===== src/rtl/bus_gpio_pkg.sv =====
// Shared constants and types for the bus_gpio slave.
// Word indices are decoded from bAddr[4:2]; byte offset = index * 4.
package bus_gpio_pkg;

    localparam int unsigned BUS_W  = 32;
    localparam int unsigned WIDX_W = 3;

    typedef logic [WIDX_W-1:0] gpio_widx_t;

    localparam gpio_widx_t GPIO_OFF_DOUT  = 3'd0;  // 0x00
    localparam gpio_widx_t GPIO_OFF_DIR   = 3'd1;  // 0x04
    localparam gpio_widx_t GPIO_OFF_DIN   = 3'd2;  // 0x08
    localparam gpio_widx_t GPIO_OFF_IEN   = 3'd3;  // 0x0C
    localparam gpio_widx_t GPIO_OFF_ISTAT = 3'd4;  // 0x10
    localparam gpio_widx_t GPIO_OFF_IPOL  = 3'd5;  // 0x14
    localparam gpio_widx_t GPIO_OFF_SET   = 3'd6;  // 0x18
    localparam gpio_widx_t GPIO_OFF_CLR   = 3'd7;  // 0x1C

endpackage


===== src/rtl/gpio_sync_edge.sv =====
// Pad-input synchronizer chain plus one history flop for edge detection.
// rise_c/fall_c are combinational from flops and valid for exactly one cycle per edge.
module gpio_sync_edge #(
    parameter int unsigned WIDTH       = 8,
    parameter int unsigned SYNC_STAGES = 2
) (
    input  logic             clk,
    input  logic             rst,
    input  logic [WIDTH-1:0] pin,
    output logic [WIDTH-1:0] sync_in,
    output logic [WIDTH-1:0] rise_c,
    output logic [WIDTH-1:0] fall_c
);

    logic [SYNC_STAGES-1:0][WIDTH-1:0] chain;
    logic [WIDTH-1:0]                  prev_in;

    // chain[0] takes the raw pin; the last stage is the synchronized value
    always_ff @(posedge clk) begin
        if (rst) begin
            chain   <= '0;
            prev_in <= '0;
        end else begin
            chain   <= {chain[SYNC_STAGES-2:0], pin};
            prev_in <= chain[SYNC_STAGES-1];
        end
    end

    assign sync_in = chain[SYNC_STAGES-1];
    assign rise_c  = sync_in & ~prev_in;
    assign fall_c  = ~sync_in & prev_in;

endmodule


===== src/rtl/bus_gpio.sv =====
// GPIO slave (bus slot 1): register file, read mux, edge interrupts.
// Optional GPIO_SETCLR_EN enables write-only DATA_SET (0x18) / DATA_CLR (0x1C).
module bus_gpio
    import bus_gpio_pkg::*;
#(
    parameter int unsigned WIDTH       = 8,
    parameter int unsigned SYNC_STAGES = 2
) (
    input  logic             clk,
    input  logic             rst,
    input  logic             bSel,
    input  logic [31:0]      bAddr,
    input  logic             bWe,
    input  logic [31:0]      bWData,
    output logic [31:0]      bRData,
    input  logic [WIDTH-1:0] gpio_in,
    output logic [WIDTH-1:0] gpio_out,
    output logic [WIDTH-1:0] gpio_oe,
    output logic             irq
);

    logic [WIDTH-1:0] dout;
    logic [WIDTH-1:0] dir;
    logic [WIDTH-1:0] ien;
    logic [WIDTH-1:0] istat;
    logic [WIDTH-1:0] ipol;

    logic [WIDTH-1:0] sync_in;
    logic [WIDTH-1:0] rise_c;
    logic [WIDTH-1:0] fall_c;
    logic [WIDTH-1:0] ev_c;
    logic [WIDTH-1:0] clr_c;
    logic [WIDTH-1:0] wdata_c;
    logic [BUS_W-1:0] rdata_c;
    logic             wr_c;
    logic             rd_c;
    gpio_widx_t       widx_c;

    // Address bits outside [4:2] and write-data bits above WIDTH are don't-care
    logic unused_bits;
    assign unused_bits = ^{bAddr[31:5], bAddr[1:0], bWData};

    gpio_sync_edge #(
        .WIDTH       (WIDTH),
        .SYNC_STAGES (SYNC_STAGES)
    ) u_sync_edge (
        .clk     (clk),
        .rst     (rst),
        .pin     (gpio_in),
        .sync_in (sync_in),
        .rise_c  (rise_c),
        .fall_c  (fall_c)
    );

    assign widx_c  = bAddr[4:2];
    assign wr_c    = bSel & bWe;
    assign rd_c    = bSel & ~bWe;
    assign wdata_c = bWData[WIDTH-1:0];
    assign ev_c    = (ipol & rise_c) | (~ipol & fall_c);
    assign clr_c   = (wr_c && (widx_c == GPIO_OFF_ISTAT)) ? wdata_c : '0;

    // Read mux; reserved / write-only slots return 0
    always_comb begin
        rdata_c = '0;
        unique case (widx_c)
            GPIO_OFF_DOUT:  rdata_c = BUS_W'(dout);
            GPIO_OFF_DIR:   rdata_c = BUS_W'(dir);
            GPIO_OFF_DIN:   rdata_c = BUS_W'(sync_in);
            GPIO_OFF_IEN:   rdata_c = BUS_W'(ien);
            GPIO_OFF_ISTAT: rdata_c = BUS_W'(istat);
            GPIO_OFF_IPOL:  rdata_c = BUS_W'(ipol);
            default:        rdata_c = '0;
        endcase
    end

    // Register file; in IRQ_STAT a new event overrides a same-cycle W1C
    always_ff @(posedge clk) begin
        if (rst) begin
            dout   <= '0;
            dir    <= '0;
            ien    <= '0;
            istat  <= '0;
            ipol   <= '0;
            irq    <= 1'b0;
            bRData <= '0;
        end else begin
            if (wr_c) begin
                unique case (widx_c)
                    GPIO_OFF_DOUT: dout <= wdata_c;
                    GPIO_OFF_DIR:  dir  <= wdata_c;
                    GPIO_OFF_IEN:  ien  <= wdata_c;
                    GPIO_OFF_IPOL: ipol <= wdata_c;
`ifdef GPIO_SETCLR_EN
                    GPIO_OFF_SET:  dout <= dout | wdata_c;
                    GPIO_OFF_CLR:  dout <= dout & ~wdata_c;
`endif
                    default: ;
                endcase
            end
            istat <= (istat & ~clr_c) | ev_c;
            irq   <= |(istat & ien);
            if (rd_c) begin
                bRData <= rdata_c;
            end
        end
    end

    assign gpio_out = dout;
    assign gpio_oe  = dir;

endmodule


===== config.mk =====
export PLATFORM = sky130hd
export DESIGN_NAME = bus_gpio
export DESIGN_NICKNAME = d
export VERILOG_FILES = /design/src/rtl/bus_gpio_pkg.sv /design/src/rtl/gpio_sync_edge.sv /design/src/rtl/bus_gpio.sv
export SDC_FILE = /design/constraint.sdc
export NUM_CORES = 1
export LEC_CHECK = 0
export CAP_MARGIN = 10
export CORE_MARGIN = 2
export CORE_UTILIZATION = 34
export DETAILED_ROUTE_END_ITERATION = 10
export PLACE_DENSITY_LB_ADDON = 0.12
export SLEW_MARGIN = 20
export SYNTH_ARGS = -nofsm -noshare
export SYNTH_HDL_FRONTEND = slang
export SYNTH_SLANG_ARGS = --single-unit

===== constraint.sdc =====
create_clock -name clk -period 2.98 [get_ports clk]
set_clock_uncertainty 0.05 [all_clocks]
set_input_delay 0.596 -clock clk [delete_from_list [all_inputs] [get_ports clk]]
set_output_delay 0.596 -clock clk [all_outputs]
set_load 0.03 [all_outputs]

==> run metrics <==
outcome completed; die span in x between 100 and 150 um; via/cell ratio just under 5; fin area slightly below 0.004 mm2; share of cells above drive strength 1 roughly 8.9%; RSZ-0062 raised after global routing no; Worst EP arrival about 2.4 ns; Clock power frac 37.8%; # Post-CTS Setup Buffers 0; CTS tree yes; Yosys warning total 0; DR vias ~2600; vias in the first global route 2442; CP cell instances clkdlybuf4s50_1 > buf_4 > mux2i_1 > o22ai_1 > a221oi_1 > a211oi_1; Pwr Total roughly 0.0020 W; Synth area leader dfxtp_1; CP max FO 13; setup TNS 0 ns; initial antenna violation count 0; clk sink count 73; critical path capture point type register; type of the worst min-delay path reg -> reg; fin crit share between 70% and 80%; wire length of the first global-routing pass approximately 13000 um; Core Rows 35; CP Class in -> reg; area growth from synthesis to layout 20.72%; cts repair resizes 0; # IOs 125; number of remaining DRC errors 0; combinational power share a little under an eighth; Switch Pwr slightly above 0.0005 W; leakage power about 1.4 nW; Pwr Density just over 500 mW/mm2; number of distinct library cells after synthesis 45; port buffer count 47; drt initial violations 98; Post-DP HPWL 5940 um; Mapped Area about 0.0033 mm2; clock slew at reported path FFs 0.07 ns; asr flop ratio synth 0%; clk buf depth 2; Max VDD drop 250.5 uV; achievable frequency 450.5 MHz; Slew Viols, Final 0; First-pass DRT Iterations 4; H-tree depth 3; final hold vios 0; root cell of the clock tree clkbuf_8; # fillers between 900 and 1000; Seq cells post-synth 73; Post-Place Cell Area 0.003740 mm2; Crit path buffers/inverters 2; largest net degree at the start of global routing 28; CTS Hold Bufs 0; die area around 0.010 mm2; Die Ht 101.8 um; placed insts 530; # setup viols final 0; cell count after synthesis ~370; WP data required 3.14 ns; top-count cell post-synth dfxtp_1; Commonest cells post-synth 73 x dfxtp_1, 41 x a21oi_1, 33 x nor2_1; Initial Utilization between 30% and 40%; Synth area leaders dfxtp_1 45%, mux2i_1 8.3%, a21oi_1 6.3%; Finished Layout Cells around 550; Worst path top cell family by delay buffers and inverters; fin util ~42%; post-synth top area share between 40% and 50%; CP max-delay cell clkdlybuf4s50_1; clock buffer count from CTS 9; Placer Congestion 0.8718; Routed Antenna Nets 0; Synth Flop Type dfxtp_1; Total Routed Length between 8000 and 9000 um; crit start category input pin; Slew HR roughly 65%; Ant. Diodes 0; switching share of power 25.69%; # nets final about 500; Final min period roughly 2.2 ns; internal cell power between 0.001 and 0.0015 W; drt wl/cell 15.30 um; max-capacitance violation count 0; core area approximately 0.0093 mm2; clk_lat worst skew 0.34 ns; synthesized area per cell roughly 8.9 um2; Post-synth EDFFs 0; register area share after synthesis between 40 and 50%; Sequential Power Share 50.8%; max incr delay on CP ~0.69 ns; GRT Total Usage ~17%; Worst Max-Slew Pin Slew 0.5183 ns; grt ovf 0
[power by group through the flow]
stage	clock network [W]	registers, W	logic (W)
after global placement	0	0.00104	0.000226
after CTS	0.000776	0.00102	0.000228
final	0.000760	0.00102	0.000228
after global routing	0.000820	0.00102	0.000247
after floorplan	0	0.00105	0.000161
after detailed placement	0	0.00104	0.000227
[kinds of logic (layout without fill, tap and decap cells)]
| logic type | count (synthesis) | in the layout | synth area share [%] |
|---|---|---|---|
| flip-flops | 73 | 73 | 44.91 |
| buffers and inverters | 57 | 86 | 11.03 |
| other | 1 | 24 | 0.1152 |
| multiplexers | 29 | 29 | 8.997 |
| AND/OR/NAND/NOR | 114 | 114 | 17.46 |
| AO/OA/AOI/OAI | 91 | 91 | 17.49 |
[layer usage]
metal / GRT usage (%) / wire length (um) / share of wire, % / up-vias
li1: - / - / - / 1302
met1: 22.23 / 3985 / 48 / 1260
met5: 0 / 0 / 0 / -
met3: 4.925 / 387 / 4.6 / 11
met2: 26.16 / 3893 / 47 / 63
met4: 5.026 / 90 / 1.1 / 0
[flip-flops by register name, indices dropped and copies added (netlist names)]
name                 flops
bRData                   8
gpio_out                 8
gpio_oe                  8
ien                      8
istat                    8
u_sync_edge.sync_in      8
ipol                     8
irq                      1
u_sync_edge.prev_in      8
u_sync_edge.chain        8
[per-stage QoR]
| stage | hold WS, ns | setup WS [ns] |
|---|---|---|
| final | 0.3880 | 0.7605 |
| after global placement | 0.3668 | 0.4671 |
| after floorplan | 0.3638 | 1.273 |
| after detailed placement | 0.3733 | 0.4621 |
| after CTS | 0.3919 | 0.8206 |
| after global routing | 0.4066 | 0.7267 |
[path summary, 6_finish.rpt]
check             slack, ns                             from  cells past startpoint                                end
hold reg to reg        0.39  u_sync_edge.chain[2]$_SDFF_PP0_                      1  u_sync_edge.sync_in[2]$_SDFF_PP0_
hold / removal         0.39  u_sync_edge.chain[2]$_SDFF_PP0_                      1  u_sync_edge.sync_in[2]$_SDFF_PP0_
setup reg to reg       1.65              ien[6]$_SDFFE_PP0P_                      4             bRData[6]$_SDFFE_PP0P_
setup / recovery       0.76                         bAddr[4]                      6             bRData[7]$_SDFFE_PP0P_
[placed cells by master, fill, tap and decap left out, types with 2 or more instances in the layout]
cell / n
dfxtp_1: 73
clkdlybuf4s50_1: 46
a21oi_1: 41
nor2_1: 33
nand2_1: 32
mux2i_1: 27
nor2b_1: 26
conb_1: 24
o21ai_0: 12
buf_4: 12
inv_1: 11
a22oi_1: 11
clkbuf_8: 10
nand3_1: 9
o21ai_1: 8
o2111a_1: 4
clkbuf_1: 3
nand2b_1: 2
nor2_2: 2
mux2_2: 2
a221oi_1: 2
clkinv_2: 2
[final cells by class]
class / count / area, um2 / share of cell area [%]
Multi-Input combinational cell: 258 / 1520 / 38.69
Tap cell: 129 / 161.4 / 4.108
Clock inverter: 3 / 40.04 / 1.019
Clock buffer: 13 / 148.9 / 3.790
Sequential cell: 73 / 1461 / 37.20
Inverter: 11 / 41.29 / 1.051
Timing Repair Buffer: 59 / 555.5 / 14.14
(Power assumes the default switching activity.)
